===== src/rtl/ccip_shim_pkg.sv =====
// Shared types and helpers for the CCI-P shim blocks.
//   t_ccip_c0_ReqMemHdr : C0 read request header (cl_len = lines-1)
//   t_c0_rdlim_state    : issue decision of ccip_c0_rd_limiter
//   c0_cl_lines()       : cache lines requested by a header's cl_len
package ccip_shim_pkg;

  typedef logic [1:0] t_ccip_clLen;

  typedef struct packed {
    logic [1:0]  vc_sel;
    logic [1:0]  rsvd1;
    t_ccip_clLen cl_len;
    logic [3:0]  req_type;
    logic [5:0]  rsvd0;
    logic [41:0] address;
    logic [15:0] mdata;
  } t_ccip_c0_ReqMemHdr;

  localparam int unsigned CCIP_C0_HDR_W = $bits(t_ccip_c0_ReqMemHdr);

  typedef enum logic [1:0] {
    IDLE,
    ISSUE,
    HOLD_AF,
    HOLD_CR
  } t_c0_rdlim_state;

  // cl_len 0/1/3 -> 1/2/4 lines; the illegal encoding 2 simply costs 3.
  function automatic logic [2:0] c0_cl_lines(input t_ccip_clLen cl_len);
    return {1'b0, cl_len} + 3'd1;
  endfunction

endpackage


===== src/rtl/ccip_c0_rd_limiter_if.sv =====
// C0 TX request path through the read limiter.
//   in_valid/in_hdr/in_ready : AFU-side request handshake
//   c0TxAlmFull              : almost-full from the shim's C0 TX
//   out_valid/out_hdr        : issue strobe and header toward the shim
// slave  : the limiter's view
// master : the surrounding AFU/shim view
interface ccip_c0_rd_limiter_if;
  import ccip_shim_pkg::*;

  logic               in_valid;
  t_ccip_c0_ReqMemHdr in_hdr;
  logic               in_ready;
  logic               c0TxAlmFull;
  logic               out_valid;
  t_ccip_c0_ReqMemHdr out_hdr;

  modport slave (
    input  in_valid, in_hdr, c0TxAlmFull,
    output in_ready, out_valid, out_hdr
  );

  modport master (
    output in_valid, in_hdr, c0TxAlmFull,
    input  in_ready, out_valid, out_hdr
  );

endinterface


===== src/rtl/ccip_hdr_fifo.sv =====
// Generic synchronous FIFO (first-word fall-through read data).
//   clk, rst_n      : clock, asynchronous active-low reset
//   wr_en, wr_data  : write; ignored while full
//   rd_en           : pop the head entry; ignored while empty
//   rd_data         : current head entry (valid when !empty)
//   full, empty     : occupancy flags
// DEPTH must be a power of two so the pointers wrap naturally.
module ccip_hdr_fifo #(
  parameter int unsigned WIDTH = 8,
  parameter int unsigned DEPTH = 4
) (
  input  logic             clk,
  input  logic             rst_n,
  input  logic             wr_en,
  input  logic [WIDTH-1:0] wr_data,
  input  logic             rd_en,
  output logic [WIDTH-1:0] rd_data,
  output logic             full,
  output logic             empty
);

  localparam int unsigned AW = (DEPTH > 1) ? $clog2(DEPTH) : 1;

  logic [WIDTH-1:0] mem [DEPTH];
  logic [AW-1:0]    wr_ptr;
  logic [AW-1:0]    rd_ptr;
  logic [AW:0]      count;
  logic             do_wr;
  logic             do_rd;

  assign do_wr   = wr_en && !full;
  assign do_rd   = rd_en && !empty;
  assign full    = (count == (AW+1)'(DEPTH));
  assign empty   = (count == '0);
  assign rd_data = mem[rd_ptr];

  always_ff @(posedge clk) begin
    if (do_wr) begin
      mem[wr_ptr] <= wr_data;
    end
  end

  always_ff @(posedge clk or negedge rst_n) begin
    if (!rst_n) begin
      wr_ptr <= '0;
      rd_ptr <= '0;
      count  <= '0;
    end else begin
      if (do_wr) begin
        wr_ptr <= wr_ptr + 1'b1;
      end
      if (do_rd) begin
        rd_ptr <= rd_ptr + 1'b1;
      end
      case ({do_wr, do_rd})
        2'b10:   count <= count + 1'b1;
        2'b01:   count <= count - 1'b1;
        default: count <= count;
      endcase
    end
  end

endmodule


===== src/rtl/ccip_c0_rd_limiter.sv =====
// C0 read-request flow-control stage between the AFU and ccip_async_shim.
// Buffers request headers and issues one per cycle toward the shim only
// while the channel is not almost-full and the outstanding-line budget
// (MAX_OUTSTANDING) allows the head request; returned lines free budget.
//   afu_clk, afu_softreset_n : clock, asynchronous active-low reset
//   io (slave)               : in_valid/in_hdr/in_ready, c0TxAlmFull,
//                              out_valid/out_hdr
//   rx_rd_line               : one pulse per returned read line
//   outstanding              : lines requested but not yet returned
//   err_underflow            : sticky, a line returned with none pending
module ccip_c0_rd_limiter import ccip_shim_pkg::*; #(
  parameter int unsigned MAX_OUTSTANDING = 256,
  parameter int unsigned FIFO_DEPTH      = 4
) (
  input  logic                                 afu_clk,
  input  logic                                 afu_softreset_n,
  ccip_c0_rd_limiter_if.slave                  io,
  input  logic                                 rx_rd_line,
  output logic [$clog2(MAX_OUTSTANDING+1)-1:0] outstanding,
  output logic                                 err_underflow
);

  localparam int unsigned OW = $clog2(MAX_OUTSTANDING + 1);

  t_c0_rdlim_state    state;
  t_c0_rdlim_state    state_q;
  t_ccip_c0_ReqMemHdr head_hdr;
  logic               full;
  logic               empty;
  logic               ready_en;
  logic               issue;
  logic [2:0]         lines;
  logic               credit_ok;
  logic [OW:0]        sum;
  logic [OW-1:0]      outstanding_nxt;
  logic               underflow_set;

  // Holds in_ready low through reset and releases it on the first edge after.
  always_ff @(posedge afu_clk or negedge afu_softreset_n) begin
    if (!afu_softreset_n) begin
      ready_en <= 1'b0;
    end else begin
      ready_en <= 1'b1;
    end
  end

  assign io.in_ready = ready_en && !full;

  ccip_hdr_fifo #(
    .WIDTH (CCIP_C0_HDR_W),
    .DEPTH (FIFO_DEPTH)
  ) hdr_fifo (
    .clk     (afu_clk),
    .rst_n   (afu_softreset_n),
    .wr_en   (io.in_valid && io.in_ready),
    .wr_data (io.in_hdr),
    .rd_en   (issue),
    .rd_data (head_hdr),
    .full    (full),
    .empty   (empty)
  );

  assign lines = c0_cl_lines(head_hdr.cl_len);

  // One extra bit so outstanding + lines cannot wrap before the compare.
  assign credit_ok = ({1'b0, outstanding} + (OW+1)'(lines)) <= (OW+1)'(MAX_OUTSTANDING);

  // Decision is re-derived every cycle from the current inputs; almost-full
  // outranks a credit shortage.
  always_comb begin
    state = IDLE;
    issue = 1'b0;
    if (empty) begin
      state = IDLE;
    end else if (io.c0TxAlmFull) begin
      state = HOLD_AF;
    end else if (!credit_ok) begin
      state = HOLD_CR;
    end else begin
      state = ISSUE;
      issue = 1'b1;
    end
  end

  assign sum = {1'b0, outstanding} + (issue ? (OW+1)'(lines) : '0);

  always_comb begin
    outstanding_nxt = OW'(sum);
    underflow_set   = 1'b0;
    if (rx_rd_line) begin
      if (sum == '0) begin
        outstanding_nxt = '0;
        underflow_set   = 1'b1;
      end else begin
        outstanding_nxt = OW'(sum - 1'b1);
      end
    end
  end

  always_ff @(posedge afu_clk or negedge afu_softreset_n) begin
    if (!afu_softreset_n) begin
      state_q       <= IDLE;
      outstanding   <= '0;
      err_underflow <= 1'b0;
      io.out_valid  <= 1'b0;
      io.out_hdr    <= '0;
    end else begin
      state_q       <= state;
      outstanding   <= outstanding_nxt;
      err_underflow <= err_underflow || underflow_set;
      io.out_valid  <= issue;
      if (issue) begin
        io.out_hdr <= head_hdr;
      end
    end
  end

  a_valid_tracks_issue: assert property (
    @(posedge afu_clk) disable iff (!afu_softreset_n)
    io.out_valid |-> (state_q == ISSUE)
  );

endmodule


===== src/flat_wrapper.sv =====
// flat-port wrapper written by rule: the top's interface ports become plain ports
module ccip_c0_rd_limiter_flat import ccip_shim_pkg::*;
#(
  parameter int unsigned MAX_OUTSTANDING = 256,
  parameter int unsigned FIFO_DEPTH      = 4
)
  (afu_clk, afu_softreset_n, rx_rd_line, outstanding, err_underflow, io_in_valid, io_in_hdr, io_c0TxAlmFull, io_in_ready, io_out_valid, io_out_hdr);
  ccip_c0_rd_limiter_if io_i ();
  input  logic afu_clk;
  input  logic afu_softreset_n;
  input  logic rx_rd_line;
  output logic [$clog2(MAX_OUTSTANDING+1)-1:0] outstanding;
  output logic err_underflow;
  input wire logic [$bits(io_i.in_valid)-1:0] io_in_valid;
  input wire logic [$bits(io_i.in_hdr)-1:0] io_in_hdr;
  input wire logic [$bits(io_i.c0TxAlmFull)-1:0] io_c0TxAlmFull;
  output wire logic [$bits(io_i.in_ready)-1:0] io_in_ready;
  output wire logic [$bits(io_i.out_valid)-1:0] io_out_valid;
  output wire logic [$bits(io_i.out_hdr)-1:0] io_out_hdr;
  assign io_i.in_valid = io_in_valid;
  assign io_i.in_hdr = io_in_hdr;
  assign io_i.c0TxAlmFull = io_c0TxAlmFull;
  assign io_in_ready = io_i.in_ready;
  assign io_out_valid = io_i.out_valid;
  assign io_out_hdr = io_i.out_hdr;
  ccip_c0_rd_limiter #(.MAX_OUTSTANDING(MAX_OUTSTANDING), .FIFO_DEPTH(FIFO_DEPTH)) u_core (.afu_clk(afu_clk), .afu_softreset_n(afu_softreset_n), .io(io_i), .rx_rd_line(rx_rd_line), .outstanding(outstanding), .err_underflow(err_underflow));
endmodule

===== config.mk =====
export PLATFORM = sky130hd
export DESIGN_NAME = ccip_c0_rd_limiter_flat
export DESIGN_NICKNAME = d
export VERILOG_FILES = /design/src/rtl/ccip_shim_pkg.sv /design/src/rtl/ccip_c0_rd_limiter_if.sv /design/src/rtl/ccip_hdr_fifo.sv /design/src/rtl/ccip_c0_rd_limiter.sv /design/src/flat_wrapper.sv
export SDC_FILE = /design/constraint.sdc
export NUM_CORES = 1
export LEC_CHECK = 0
export BUFFER_PORTS_ARGS = -buffer_cell sky130_fd_sc_hd__clkbuf_2
export CAP_MARGIN = 20
export CORE_MARGIN = 2
export CORE_UTILIZATION = 50
export CTS_BUF_LIST = sky130_fd_sc_hd__clkbuf_2 sky130_fd_sc_hd__clkbuf_4 sky130_fd_sc_hd__clkbuf_8
export DETAILED_ROUTE_END_ITERATION = 10
export HOLD_SLACK_MARGIN = 0.05
export PLACE_DENSITY_LB_ADDON = 0.2
export REMOVE_ABC_BUFFERS = 1
export SYNTH_ARGS = -nofsm -noshare
export SYNTH_HDL_FRONTEND = slang
export SYNTH_SLANG_ARGS = --single-unit
export TNS_END_PERCENT = 20

===== constraint.sdc =====
create_clock -name afu_clk -period 5 [get_ports afu_clk]
set_input_delay 0 -clock afu_clk [delete_from_list [all_inputs] [get_ports afu_clk]]
set_output_delay 0 -clock afu_clk [all_outputs]
set_load 0.005 [all_outputs]

Yosys cells after proc, flatten, opt, wreduce, memory -nomap -nowiden
Memory sizes are Yosys's and may differ from the RTL's.
Cells that the tools add are included.

operators by class
  bitwise logic cells = 0
  $lt $le $gt $ge = 1
  reduce and logical (&&, ||, !) cells = 10
  $add $sub $neg = 8
  multipliers = 0
  mux-type cells = 11
  shift-type cells = 0
  divide/modulo/power cells = 0
  equal/unequal tests = 3

operators with widths
  operator             number
  $add 9x3->10         2
  $mux 9               2
  $le 10x9->1 const B  1
  $logic_not 10->1     1
  $sub 9x1->9 const B  1
  $mux 1               7
  $pmux 3 s2           1
  $add 2x1->2 const B  2
  $logic_and 1x1->1    4
  $add 2x1->3 const B  1
  $add 3x1->3 const B  1
  $eq 3x3->1 const B   1
  $logic_not 3->1      1
  $mux 3               1
  $sub 3x1->3 const B  1
  $eq 2x1->1 const B   1
  $eq 2x2->1 const B   1
  $logic_not 1->1      2
  $reduce_bool 2->1    1
  $logic_or 1x1->1     1

word-level totals
  register bits = 93
  memory bits (writable) = 296
  logic and storage cells = 48
  input port bits = 79
  memories = 1
  ROM bits = 0
  latch bits = 0

memories
  memory               depth  bits a word  rd ports  clocked after Yosys merged registers in  wr ports  line                 source
  u_core.hdr_fifo.mem  4      74           1         0                                        1         ccip_hdr_fifo.sv:24  logic [WIDTH-1:0] mem [DEPTH];

Logic depth before layout (Yosys ltp)
Gate-level depths: netlist (run 1).
An unclocked memory read counts as a cell.

  depth in word-level cells = 13
  depth in mapped cells = 23
  depth with buffers taken out = 20

Cells and area by module
A second synthesis (run 1) with hierarchy kept.

second synthesis, totals
  cell total of the unflattened synthesis = 705
  area total of the unflattened synthesis = 15011.9 um2

modules (own cells, without submodules)
  module              sequential area each (um2)  area an instance (um2)  cells an instance  instances
  ccip_hdr_fifo       9063.7                      11140.7                 424                1
  ccip_c0_rd_limiter  2152.1                      3871.2                  281                1

Worst setup path before layout (run 1)
No wires, ideal clock.

  path type = reg2reg
  from = register u_core.hdr_fifo.rd_ptr[0]
  to = register u_core.outstanding[8]
  arrival time = 5195 ps
  library setup time = 118 ps
  stages on the path, launching flop included = 23
  setup slack = -313 ps
  required time = 4882 ps
  cells stage by stage = dfrtp_1 buf_2 buf_2 mux4_2 ha_1 inv_1 fa_1 xnor2_1 a2111o_1 a21boi_0 o31ai_4 buf_6 nor2_1 ha_1 inv_1 fa_1 nor2b_1 clkbuf_1 nor4_1 o2111a_1 o221ai_1 mux2_2 a21o_1

on the way
  word-level cells in the longest chain between the ends = 12

RTL lines
  element                                          line                                                source
  start, declared                                  ccip_hdr_fifo.sv:26                                 logic [AW-1:0] rd_ptr;
  start signal, assigned                           ccip_hdr_fifo.sv:53                                 rd_ptr <= rd_ptr + 1'b1;
  $mem_v2 4x74 (*)                                 -
  net u_core.hdr_fifo.rd_data[68]                  ccip_hdr_fifo.sv:17                                 output logic [WIDTH-1:0] rd_data,
  $add 2x1->3 (*)                                  ccip_shim_pkg.sv:30                                 return {1'b0, cl_len} + 3'd1;
  $add 9x3->10                                     ccip_c0_rd_limiter.sv:66                            assign credit_ok = ({1'b0, outstanding} + (OW+1)'(lines)) <= (OW+1)'(MAX_OUTSTANDING);
  $le 10x9->1                                      ccip_c0_rd_limiter.sv:66
  $mux 1                                           ccip_c0_rd_limiter.sv:77                            end else if (!credit_ok) begin
  $mux 1                                           ccip_c0_rd_limiter.sv:75                            end else if (io.c0TxAlmFull) begin
  $mux 1                                           ccip_c0_rd_limiter.sv:73                            if (empty) begin
  $mux 3 (*)                                       ccip_c0_rd_limiter.sv:85                            assign sum = {1'b0, outstanding} + (issue ? (OW+1)'(lines) : '0);
  $add 9x3->10 (*)                                 ccip_c0_rd_limiter.sv:85
  $sub 9x1->9 or $logic_not 10->1 (tied branches)  ccip_c0_rd_limiter.sv:95, ccip_c0_rd_limiter.sv:91
  $mux 9                                           ccip_c0_rd_limiter.sv:91                            if (sum == '0) begin
  $mux 9 (*)                                       ccip_c0_rd_limiter.sv:90                            if (rx_rd_line) begin
  net u_core.outstanding_nxt[8]                    ccip_c0_rd_limiter.sv:35                            logic [OW-1:0] outstanding_nxt;
  end signal, assigned                             ccip_c0_rd_limiter.sv:109                           outstanding <= outstanding_nxt;
  end, declared                                    ccip_c0_rd_limiter.sv:19                            output logic [$clog2(MAX_OUTSTANDING+1)-1:0] outstanding,

Mark *: on every way through the listed nets, which the timed path passes. The rest lies on a longest branch.
A chain may end at the register's enable or synchronous reset.

Worst setup path in the final report (run 1)
Ends and elaborated chain as after synthesis.

==> impl_table.tex, run 1 <==
\begin{tabular}{lr}
\hline
Metric & Value \\
\hline
\multicolumn{2}{l}{\textbf{Drt}} \\
Sum of routed wire length over all layers & 28.2 mm \\
Routed length per placed instance & just under 20 um \\
Residual DRC & 0 \\
Count of nets left with antenna violations after detail routing & 0 \\
Ratio of routed vias to standard cells & about 5.3 \\
Total via count after detailed routing & 7589 \\
Violation count after the first detailed-routing iteration & between 300 and 400 \\
First-pass iteration count of the detailed router & 4 \\
\multicolumn{2}{l}{\textbf{Critical path}} \\
R2R depth & 19 \\
Sort of element at the end of the critical path & flip-flop \\
Arrival time at the worst endpoint & around 5.3 ns \\
CP Launch Type & flip-flop \\
Data required time at the worst endpoint & 5.48 ns \\
Worst-path fanout max & 5 \\
Register-to-Register Setup Slack & between 0.2 and 0.25 ns \\
Crit path kind & reg2reg \\
\multicolumn{2}{l}{\textbf{Clocking}} \\
Worst skew pair latency & 0.60 ns \\
Clock slew at the register clock pins of the worst setup and hold paths & 0.06 ns \\
Setup fix buffers added after clock tree synthesis & 0 \\
Num CTS Buffers & 60 \\
Library cell used as clock root buffer & clkbuf\_8 \\
CTS tree & yes \\
\# H-tree levels & 2 \\
Maximum root-to-sink buffer count & 3 \\
Clock sink count & $\sim$390 \\
\multicolumn{2}{l}{\textbf{Finish}} \\
NumNets Final & between 1000 and 1500 \\
Area delta synth->final & 22.9\% \\
Non-filler cells, final & 1443 \\
Ratio of cells with drive above 1 in the final layout & between 40\% and 50\% \\
Area taken by multi-input logic gates & approximately 3500 um\^{}2 \\
Number of inserted filler cells in the final layout & $\sim$2200 \\
Final standard cell utilization of the core & $\sim$62\% \\
FF+latch area & approximately 11000 um\^{}2 \\
\multicolumn{2}{l}{\textbf{STA}} \\
Total Negative Setup Slacks & 0 ns \\
Count of final setup violators & 0 \\
Part of the cycle the worst path needs & between 90\% and 100\% \\
Maximum frequency from static timing analysis & about 210 MHz \\
RSZ-0062 raised after global routing & yes \\
Setup clock skew after layout & between 0.02 and 0.025 ns \\
Slew of the pin with the lowest slew margin & 1.01 ns \\
Worst slew margin relative to its limit & between 30\% and 40\% \\
Worst setup margin & between 0.2 and 0.25 ns \\
Number of pins exceeding their max-slew limit in the final report & 0 \\
Shortest clock period the worst path allows after layout & roughly 4.8 ns \\
Final hold violation count & 0 \\
\multicolumn{2}{l}{\textbf{Die}} \\
Area enclosed by the die boundary & between 30000 and 40000 um\^{}2 \\
Y dimension of the die & 177 um \\
Width of the chip & around 180 um \\
Effective utilization at floorplan & 50.6\% \\
Top-Level Pins & between 150 and 200 \\
Cell Rows & 63 \\
Area of the core & just under 30000 um\^{}2 \\
\multicolumn{2}{l}{\textbf{Placed design}} \\
Buffers on Ports & approximately 160 \\
Final weighted congestion of routability-driven global placement & 0.824 \\
Setup slack after placement & just under 0.01 ns \\
Total half-perimeter wirelength after legalization and detailed placement & around 16 mm \\
Post-placement cell count & roughly 1300 \\
\multicolumn{2}{l}{\textbf{Yosys}} \\
Cell area after synthesis & between 10000 and 15000 um\^{}2 \\
Post-synthesis sequential element count & a little under 400 \\
Synthesized netlist cell count & a little over 700 \\
Netlist cell types & 48 \\
Main flop type after synthesis & edfxtp\_1 \\
Fraction of registers with async set or reset after synthesis & between 20\% and 30\% \\
Portion of the post-synthesis area used by sequential elements & between 70\% and 80\% \\
Mean area per synthesized cell & about 21 um\^{}2 \\
Number of warning messages in the yosys log & 0 \\
EDFF count, synth & 296 \\
\multicolumn{2}{l}{\textbf{Power and ir drop}} \\
Max VDD drop & about 400 uV \\
Combinational cell fraction of total power & between 20\% and 30\% \\
Power Internal & between 7 and 8 mW \\
Leakage power summed over all cells & between 6 and 7 nW \\
Power per cell area & between 500 and 600 nW/um\^{}2 \\
Switching power share of the total & about 28\% \\
Sequential group share of total power & between 40\% and 50\% \\
Portion of total power attributed to the clock network & around 27\% \\
Reported net switching power & 2.87 mW \\
\multicolumn{2}{l}{\textbf{Global routing}} \\
Maximum number of pins on one net before global-route repair & 61 \\
All-Layer GR Usage & 18.6\% \\
Number of global-route vias before repair & $\sim$8100 \\
First-pass GRT wire length & approximately 44 mm \\
Overflow left after global routing & 0 \\
Number of antenna violations at the first check in global routing & 2 \\
\multicolumn{2}{l}{\textbf{Min path}} \\
Class of the most critical hold timing path & in2reg \\
Count of cells along the worst hold path & 2 \\
\multicolumn{2}{l}{\textbf{Status}} \\
Result of the run & finished, final reports clean \\
\multicolumn{2}{l}{\textbf{Job}} \\
Maximum Capacitance Violations & 0 \\
\hline
\end{tabular}
cells in the mapped netlist, types with 4 or more instances:
cell type	n	share of area [%]
and2_1	4	0.17
and3_1	6	0.25
buf_2	5	0.17
buf_6	8	0.60
clkbuf_1	17	0.43
dfrtp_1	93	16
edfxtp_1	296	60
ha_1	13	1.1
inv_1	19	0.48
mux2_1	5	0.38
mux2_2	69	5.2
mux4_2	74	11
nand3_1	4	0.13
nor2_1	13	0.33
nor3_1	7	0.23
o21a_1	4	0.20
o21ai_0	9	0.30
xnor2_1	12	0.70
xor2_1	5	0.29
registers in the layout (all words and copies together), names as in the netlist:
signal                  flops
u_core.hdr_fifo.rd_ptr      2
u_core.err_underflow        1
u_core.outstanding          9
u_core.hdr_fifo.wr_ptr      2
u_core.ready_en             1
u_core.io.out_hdr          74
u_core.hdr_fifo.mem       296
u_core.io.out_valid         1
u_core.hdr_fifo.count       3
repair_timing:
action,in CTS,in global routing
hold buffers,80,0
hold endpoints to repair,360,0
endpoints found under the setup margin,0,10
resized for setup,0,8
area by class of cell:
type	instances	share of cell area (%)
antenna	2	0.0273
clock buffer	99	6.38
clock inverter	12	0.649
inverter	19	0.389
multi-input combinational	271	19.1
sequential	389	61.2
tap	390	2.66
timing repair buffer	261	9.56
power by group through the flow:
stage                     Combinational (mW)  Clock, mW  Sequential [mW]
after detailed placement                2.89          0             4.53
after global routing                    3.22       2.96             4.54
final                                   2.90       2.75             4.47
after CTS                               2.96       2.82             4.47
after floorplan                         1.79          0             4.70
after global placement                  2.87          0             4.52
per-layer routing:
layer  vias up  track usage (%)  routed length, um
li1       3429                -                  -
met1      3926             25.2              12200
met2       185             30.2              13800
met3        49             5.09               1800
met4         0             5.27                460
met5         -                0                  0
cell usage in the layout (no fill, tap or decap), drive strengths merged, types with 10 or more instances in the layout:
cell / n
mux4: 74
clkbuf: 262
buf: 18
mux2: 74
inv: 21
dlygate4sd3: 80
o21ai: 10
xnor2: 12
ha: 13
edfxtp: 296
dfrtp: 93
nor2: 13
final timing paths:
path                                                start                    endpoint
worst max-delay path            u_core.hdr_fifo.rd_ptr[0]       u_core.outstanding[8]
max in group asynchronous                 afu_softreset_n        u_core.io.out_hdr[2]
worst max register to register  u_core.hdr_fifo.rd_ptr[0]       u_core.outstanding[8]
worst min-delay path                        io_in_hdr[43]  u_core.hdr_fifo.mem[0][43]
min in group asynchronous                 afu_softreset_n        u_core.io.out_hdr[8]
worst min register to register       u_core.err_underflow        u_core.err_underflow
logic make-up after synthesis:
family / share of synthesized area [%]
simple gates: 1.85
fa+ha+maj: 1.49
compound gates: 1.76
buf+inv: 1.68
mux: 17.0
other cells: 0.0251
xor+xnor: 0.999
flops: 75.2
worst max-delay path, stage by stage, from the launching register on:
cell and delay [ns]:
dfrtp_4 0.44, mux4_2 0.54, ha_1 0.33, inv_1 0.07, fa_1 0.43, xnor2_1 0.16
a2111o_1 0.40, a21boi_2 0.18, o31ai_4 0.09, nor2_1 0.12, ha_1 0.18, inv_1 0.06
fa_2 0.37, nor2b_2 0.17, buf_4 0.16, o21a_4 0.14, nor3_1 0.06, o221ai_1 0.23
mux2_2 0.36, a21o_1 0.17
metrics by stage:
step / power [mW] / hold WS, ns / area, um^2
after global routing: 10.7 / 0.139 / 18300
final: 10.1 / 0.157 / 18300
after global placement: 7.38 / 0.147 / 16200
after detailed placement: 7.43 / 0.148 / 16200
after floorplan: 6.49 / -0.296 / 14700
after CTS: 10.2 / 0.110 / 18300
Note: power is estimated with default switching activity, not from simulation.
==> inputs of run 2 (changes only) <==
==> constraint.sdc (replaced) <==
create_clock -name afu_clk -period 4.2 [get_ports afu_clk]
set_input_delay 0 -clock afu_clk [delete_from_list [all_inputs] [get_ports afu_clk]]
set_output_delay 0 -clock afu_clk [all_outputs]
set_load 0.005 [all_outputs]
==> run 2 against run 1 <==
The run now ends with setup timing left. Clock power grew 19%. Combinational power increased by 33%. Critical endpoint unchanged. Sequential share of layout area fell by 1.1 points. Critical path type unchanged. Largest power group unchanged. Via count increased by 2.2%.
==> impl_table.tex, run 2 (same netlist as run 1, synthesis figures left out) <==
\begin{tabular}{lr}
\hline
Metric & Value \\
\hline
\multicolumn{2}{l}{\textbf{Status}} \\
Result of the run & complete, but fails checks \\
Violated checks & setup timing \\
\multicolumn{2}{l}{\textbf{STA}} \\
Count of final setup violators & 10 \\
Hold slack & between 0.1 and 0.15 ns \\
Worst setup margin & -0.526 ns \\
Setup clock skew after layout & approximately 0.025 ns \\
RSZ-0062 raised after global routing & yes \\
Slew of the pin with the lowest slew margin & roughly 1.1 ns \\
Total Negative Setup Slacks & -4.10 ns \\
Maximum frequency from static timing analysis & 212 MHz \\
Shortest clock period the worst path allows after layout & around 4.7 ns \\
Number of pins exceeding their max-slew limit in the final report & 0 \\
Worst slew margin relative to its limit & about 28\% \\
Part of the cycle the worst path needs & 113\% \\
Final hold violation count & 0 \\
\multicolumn{2}{l}{\textbf{Drt}} \\
Sum of routed wire length over all layers & roughly 29 mm \\
Violation count after the first detailed-routing iteration & between 300 and 400 \\
Count of nets left with antenna violations after detail routing & 0 \\
Residual DRC & 0 \\
Ratio of routed vias to standard cells & between 5 and 6 \\
First-pass iteration count of the detailed router & 4 \\
Routed length per placed instance & about 19 um \\
Total via count after detailed routing & around 7800 \\
\multicolumn{2}{l}{\textbf{Critical path}} \\
Cell breakdown of the critical path & mux4\_2 > ha\_4 > inv\_2 > fa\_2 > xnor2\_2 > a2111o\_1 > a21boi\_1 > buf\_4 > o31ai\_4 > nor2\_1 > ha\_2 > inv\_2 > fa\_2 > nor2b\_2 > buf\_6 > o21a\_1 > o211a\_1 > o221ai\_2 > mux2\_2 > a21o\_1 \\
Sort of element at the end of the critical path & flip-flop \\
Kind of cell with the highest combined delay on the critical path & compound AO/OA/AOI/OAI gates \\
Crit path kind & reg2reg \\
Arrival time at the worst endpoint & 5.19 ns \\
Data required time at the worst endpoint & 4.66 ns \\
Peak per-stage delay on the critical path & between 0.5 and 0.6 ns \\
Worst Path Buf+Inv & 4 \\
Worst path slowest cell & mux4\_2 \\
CP Launch Type & flip-flop \\
Worst-path fanout max & 4 \\
\multicolumn{2}{l}{\textbf{Clocking}} \\
Maximum root-to-sink buffer count & 3 \\
Worst skew pair latency & a little under 0.6 ns \\
Clock sink count & 389 \\
Library cell used as clock root buffer & clkbuf\_8 \\
Num CTS Buffers & 60 \\
\# H-tree levels & 2 \\
Clock slew at the register clock pins of the worst setup and hold paths & 0.06 ns \\
CTS tree & yes \\
\multicolumn{2}{l}{\textbf{Die}} \\
Cell Rows & 63 \\
Effective utilization at floorplan & between 50\% and 60\% \\
Y dimension of the die & 177 um \\
Area enclosed by the die boundary & 31200 um\^{}2 \\
Top-Level Pins & roughly 170 \\
Area of the core & roughly 29000 um\^{}2 \\
Width of the chip & 177 um \\
\multicolumn{2}{l}{\textbf{Finish}} \\
Most common cell after layout, fill and taps aside & edfxtp\_1 \\
Flip-flop count of the largest register after layout & between 200 and 300 \\
Ratio of cells with drive above 1 in the final layout & 46.3\% \\
Register name with the most flops & u\_core.hdr\_fifo.mem \\
Final standard cell utilization of the core & 63.3\% \\
Area delta synth->final & 25.1\% \\
Final instance area & between 15000 and 20000 um\^{}2 \\
Leading cell types in the layout, fill and taps excluded & edfxtp\_1, clkbuf\_2, dfrtp\_1, dlygate4sd3\_1, mux4\_2 \\
Registers with the highest flip-flop counts & u\_core.hdr\_fifo.mem: 296 flops, u\_core.io.out\_hdr: 74 flops, u\_core.outstanding: 9 flops \\
NumNets Final & around 1100 \\
Number of inserted filler cells in the final layout & 2112 \\
\multicolumn{2}{l}{\textbf{Global routing}} \\
Maximum number of pins on one net before global-route repair & 70 \\
Overflow left after global routing & 0 \\
First-pass GRT wire length & around 44 mm \\
Number of antenna violations at the first check in global routing & 2 \\
All-Layer GR Usage & between 10\% and 20\% \\
Number of global-route vias before repair & around 8000 \\
\multicolumn{2}{l}{\textbf{Placed design}} \\
Placed cell area & roughly 16000 um\^{}2 \\
Final weighted congestion of routability-driven global placement & around 0.80 \\
Total half-perimeter wirelength after legalization and detailed placement & 15.9 mm \\
Buffers on Ports & around 160 \\
Setup slack after placement & -0.642 ns \\
\multicolumn{2}{l}{\textbf{Job}} \\
Maximum Capacitance Violations & 0 \\
\multicolumn{2}{l}{\textbf{Power and ir drop}} \\
Leakage power summed over all cells & 6.99 nW \\
Power per cell area & about 670 nW/um\^{}2 \\
Max VDD drop & about 370 uV \\
\multicolumn{2}{l}{\textbf{Min path}} \\
Class of the most critical hold timing path & in2async \\
\hline
\end{tabular}
[run 2: area by class of cell]
class	count	area (um^2)	area share, %
Clock buffer	92	1120	5.98
Sequential cell	389	11200	60.1
Timing Repair Buffer	288	1960	10.5
Clock inverter	21	181	0.972
Antenna cell	3	7.51	0.0402
Multi-Input combinational cell	271	3610	19.3
Tap cell	390	488	2.61
Inverter	19	71.3	0.382
[run 2: power breakdown]
group	internal [mW]	switching (mW)	total (mW)	leakage, nW
registers	4.94	0.390	5.34	3.78
logic	2.07	1.78	3.85	2.52
clock network	1.88	1.39	3.27	0.691
total	8.89	3.56	12.5	6.99
[run 2: per-layer routing]
layer | vias up | share of wire (%) | track usage, %
li1 | 3496 | - | -
met1 | 3982 | 41 | 24.3
met2 | 216 | 51 | 31.1
met3 | 59 | 5.8 | 4.53
met4 | 0 | 2.4 | 5.65
met5 | - | 0 | 0
[run 2: worst reg2reg max path, stage by stage (launching register included)]
cell and delay [ns]:
dfrtp_4 0.44, mux4_2 0.57, ha_4 0.30, inv_2 0.04
fa_2 0.37, xnor2_2 0.16, a2111o_1 0.40, a21boi_1 0.16
buf_4 0.14, o31ai_4 0.06, nor2_1 0.12, ha_2 0.19
inv_2 0.04, fa_2 0.40, nor2b_2 0.16, buf_6 0.12
o21a_1 0.17, o211a_1 0.22, o221ai_2 0.11, mux2_2 0.28
a21o_1 0.17
[run 2: path summary, 6_finish.rpt]
kind                                        endpoint                      start  slack (ns)  cells past startpoint
max                            u_core.outstanding[8]  u_core.hdr_fifo.rd_ptr[0]       -0.53                     20
min                            u_core.io.out_hdr[47]            afu_softreset_n        0.10                      2
max reg2reg                    u_core.outstanding[8]  u_core.hdr_fifo.rd_ptr[0]       -0.53                     20
min reg2reg                     u_core.err_underflow       u_core.err_underflow        0.48                      1
max in group asynchronous       u_core.err_underflow            afu_softreset_n        3.04                      3
min in group afu_clk       u_core.hdr_fifo.mem[1][4]               io_in_hdr[4]        0.17                      2
[run 2: timing repair]
| item | 4_1_cts | 5_1_grt |
|---|---|---|
| buffers inserted | 4 | 5 |
| endpoints found under the hold margin | 370 | 0 |
| pin swaps | 8 | 17 |
| gates resized for setup | 19 | 23 |
| hold buffers | 78 | 0 |
| endpoints found under the setup margin | 77 | 77 |
[run 2: metrics by stage]
step	power, mW	cells
after CTS	12.4	1465
final	12.5	1473
after global routing	13.2	1472
after floorplan	7.73	679
after global placement	8.92	1270
after detailed placement	8.98	1270
==> inputs of run 3 (changes only) <==
--- a/config.mk
+++ b/config.mk
@@ -7,8 +7,10 @@
 export LEC_CHECK = 0
 export BUFFER_PORTS_ARGS = -buffer_cell sky130_fd_sc_hd__clkbuf_2
 export CAP_MARGIN = 20
+export CELL_PAD_IN_SITES_DETAIL_PLACEMENT = 1
+export CELL_PAD_IN_SITES_GLOBAL_PLACEMENT = 1
 export CORE_MARGIN = 2
-export CORE_UTILIZATION = 50
+export CORE_UTILIZATION = 48
 export CTS_BUF_LIST = sky130_fd_sc_hd__clkbuf_2 sky130_fd_sc_hd__clkbuf_4 sky130_fd_sc_hd__clkbuf_8
 export DETAILED_ROUTE_END_ITERATION = 10
 export HOLD_SLACK_MARGIN = 0.05
==> run 3 against run 2 <==
Global-route usage grew 2.8 points. Hold slack gained 0.071 ns. The run still ends with setup timing left. Flip-flop and latch count is the same. Critical path type unchanged. Sequential share of layout area shrank 0.60 points.
==> impl_table.tex, run 3 (same netlist as run 1, synthesis figures left out) <==
\begin{tabular}{lr}
\hline
Metric & Value \\
\hline
\multicolumn{2}{l}{\textbf{Die}} \\
Area of the core & between 30000 and 40000 um\^{}2 \\
Width of the chip & around 180 um \\
Top-Level Pins & $\sim$170 \\
Area enclosed by the die boundary & 32500 um\^{}2 \\
Effective utilization at floorplan & 48.7\% \\
Y dimension of the die & 180 um \\
Cell Rows & 64 \\
\multicolumn{2}{l}{\textbf{Finish}} \\
Leading cell types in the layout, fill and taps excluded & edfxtp\_1, clkbuf\_2, dfrtp\_1, dlygate4sd3\_1, mux4\_2 \\
Area delta synth->final & 26.4\% \\
Ratio of cells with drive above 1 in the final layout & a little under half \\
Flip-flop count of the largest register after layout & roughly 300 \\
NumNets Final & between 1000 and 1500 \\
Number of inserted filler cells in the final layout & $\sim$2700 \\
Most common cell after layout, fill and taps aside & edfxtp\_1 \\
Register name with the most flops & u\_core.hdr\_fifo.mem \\
Registers with the highest flip-flop counts & u\_core.hdr\_fifo.mem: 296 flops, u\_core.io.out\_hdr: 74 flops, u\_core.outstanding: 9 flops \\
\multicolumn{2}{l}{\textbf{Placed design}} \\
Final weighted congestion of routability-driven global placement & around 0.84 \\
Buffers on Ports & roughly 160 \\
Total half-perimeter wirelength after legalization and detailed placement & roughly 20 mm \\
\multicolumn{2}{l}{\textbf{STA}} \\
Number of pins exceeding their max-slew limit in the final report & 0 \\
Slew of the pin with the lowest slew margin & 0.995 ns \\
Worst setup margin & -0.559 ns \\
Final hold violation count & 0 \\
Part of the cycle the worst path needs & 113\% \\
Shortest clock period the worst path allows after layout & between 4 and 5 ns \\
RSZ-0062 raised after global routing & yes \\
Count of final setup violators & 10 \\
Setup clock skew after layout & roughly 0.037 ns \\
Total Negative Setup Slacks & -4.99 ns \\
Worst slew margin relative to its limit & $\sim$34\% \\
Maximum frequency from static timing analysis & $\sim$210 MHz \\
Hold slack & $\sim$0.17 ns \\
\multicolumn{2}{l}{\textbf{Power and ir drop}} \\
Leakage power summed over all cells & a little over 7 nW \\
Power per cell area & between 600 and 700 nW/um\^{}2 \\
Max VDD drop & approximately 420 uV \\
\multicolumn{2}{l}{\textbf{Global routing}} \\
Number of global-route vias before repair & $\sim$9500 \\
All-Layer GR Usage & between 20\% and 30\% \\
Met2 track demand over resource & a little under two fifths \\
First-pass GRT wire length & around 53 mm \\
Met3 usage & slightly above 5\% \\
Most crowded layer after global routing & met2 \\
Met1 Usage GRT & around a quarter \\
Number of antenna violations at the first check in global routing & 3 \\
Maximum number of pins on one net before global-route repair & 63 \\
Overflow left after global routing & 0 \\
\multicolumn{2}{l}{\textbf{Critical path}} \\
Most numerous cell on the critical path & fa\_2 \\
Sort of element at the end of the critical path & flip-flop \\
Worst-path fanout max & 4 \\
Cell breakdown of the critical path & mux4\_2 > ha\_4 > inv\_4 > fa\_2 > xnor2\_2 > a2111o\_1 > a21boi\_2 > o31ai\_4 > nor2\_1 > ha\_2 > inv\_2 > fa\_2 > buf\_6 > xor2\_4 > nor3b\_4 > o221ai\_2 > mux2\_4 > a21o\_1 \\
Worst path slowest cell & mux4\_2 \\
Arrival time at the worst endpoint & 5.20 ns \\
Crit path kind & reg2reg \\
Peak per-stage delay on the critical path & between 0.5 and 0.6 ns \\
Data required time at the worst endpoint & $\sim$4.7 ns \\
Worst Path Buf+Inv & 3 \\
CP Launch Type & flip-flop \\
Kind of cell with the highest combined delay on the critical path & adder cells \\
\multicolumn{2}{l}{\textbf{Clocking}} \\
\# H-tree levels & 3 \\
Clock sink count & 389 \\
Library cell used as clock root buffer & clkbuf\_8 \\
CTS tree & yes \\
Worst skew pair latency & 0.58 ns \\
Num CTS Buffers & 66 \\
Clock slew at the register clock pins of the worst setup and hold paths & $\sim$0.060 ns \\
Maximum root-to-sink buffer count & 3 \\
\multicolumn{2}{l}{\textbf{Drt}} \\
Ratio of routed vias to standard cells & around 5.4 \\
Violation count after the first detailed-routing iteration & about 420 \\
First-pass iteration count of the detailed router & 4 \\
Sum of routed wire length over all layers & around 34 mm \\
Total via count after detailed routing & between 7000 and 8000 \\
Count of nets left with antenna violations after detail routing & 0 \\
Residual DRC & 0 \\
Routed length per placed instance & between 20 and 25 um \\
\multicolumn{2}{l}{\textbf{Min path}} \\
Class of the most critical hold timing path & in2reg \\
\multicolumn{2}{l}{\textbf{Status}} \\
Result of the run & complete, but fails checks \\
Violated checks & setup timing \\
\multicolumn{2}{l}{\textbf{Job}} \\
Maximum Capacitance Violations & 0 \\
\hline
\end{tabular}
[run 3: cell types whose count changed in the layout (fill, tap and decap cells not counted), moves of 2 or more]
cell / before / now
clkinv_1: 6 / 10
clkbuf_8: 68 / 71
bufinv_16: 3 / 1
clkinv_8: 0 / 2
nor2_1: 10 / 8
nor2_4: 0 / 2
[run 3: area by class of cell]
class	instances	area (um^2)	share of cell area, %
antenna	3	7.51	0.0398
inverter	19	73.8	0.392
timing repair buffer	291	2000	10.6
multi-input combinational	271	3710	19.7
clock inverter	27	186	0.989
tap	396	495	2.63
sequential	389	11200	59.5
clock buffer	94	1150	6.10
[run 3: repair_timing]
item | CTS | global route
pin swaps | 12 | 24
setup buffers | 8 | 4
hold buffers | 80 | 0
setup endpoints to repair | 11 | 71
gates resized for setup | 32 | 30
hold endpoints to repair | 368 | 0
[run 3: through the flow]
stage                     util (%)  cell area [um^2]  power [mW]  setup slack, ns  instances
after floorplan                  -             14700        7.73            -4.96        679
after global placement        53.4             16300        8.85           -0.662       1275
after detailed placement      53.4             16300        9.09           -0.958       1275
after CTS                     61.1             18700        12.8           -0.506       1484
after global routing          61.6             18800        13.6           -0.695       1490
final                         61.6             18800        12.9           -0.559       1490
[run 3: final timing paths]
path | from | end | slack, ns | cells after the start
worst max-delay path | u_core.hdr_fifo.rd_ptr[0] | u_core.outstanding[8] | -0.56 | 18
worst min-delay path | io_in_hdr[24] | u_core.hdr_fifo.mem[0][24] | 0.17 | 2
worst max register to register | u_core.hdr_fifo.rd_ptr[0] | u_core.outstanding[8] | -0.56 | 18
worst min register to register | u_core.err_underflow | u_core.err_underflow | 0.49 | 1
max in group asynchronous | afu_softreset_n | u_core.io.out_hdr[67] | 2.93 | 4
min in group asynchronous | afu_softreset_n | u_core.io.out_hdr[12] | 0.48 | 3
[run 3: report_power, final]
part           switching, mW  internal [mW]  leakage, nW
sequential             0.424           4.94         3.78
clock                   1.53           1.85        0.714
combinational           2.00           2.15         2.55
[run 3: layer usage]
layer  vias to the layer above  wire (um)  share of wire [%]
met5                         -          0                  0
met3                        64       1950                5.7
li1                       3513          -                  -
met4                         0        810                2.4
met1                      4161      13300                 39
met2                       234      17900                 53
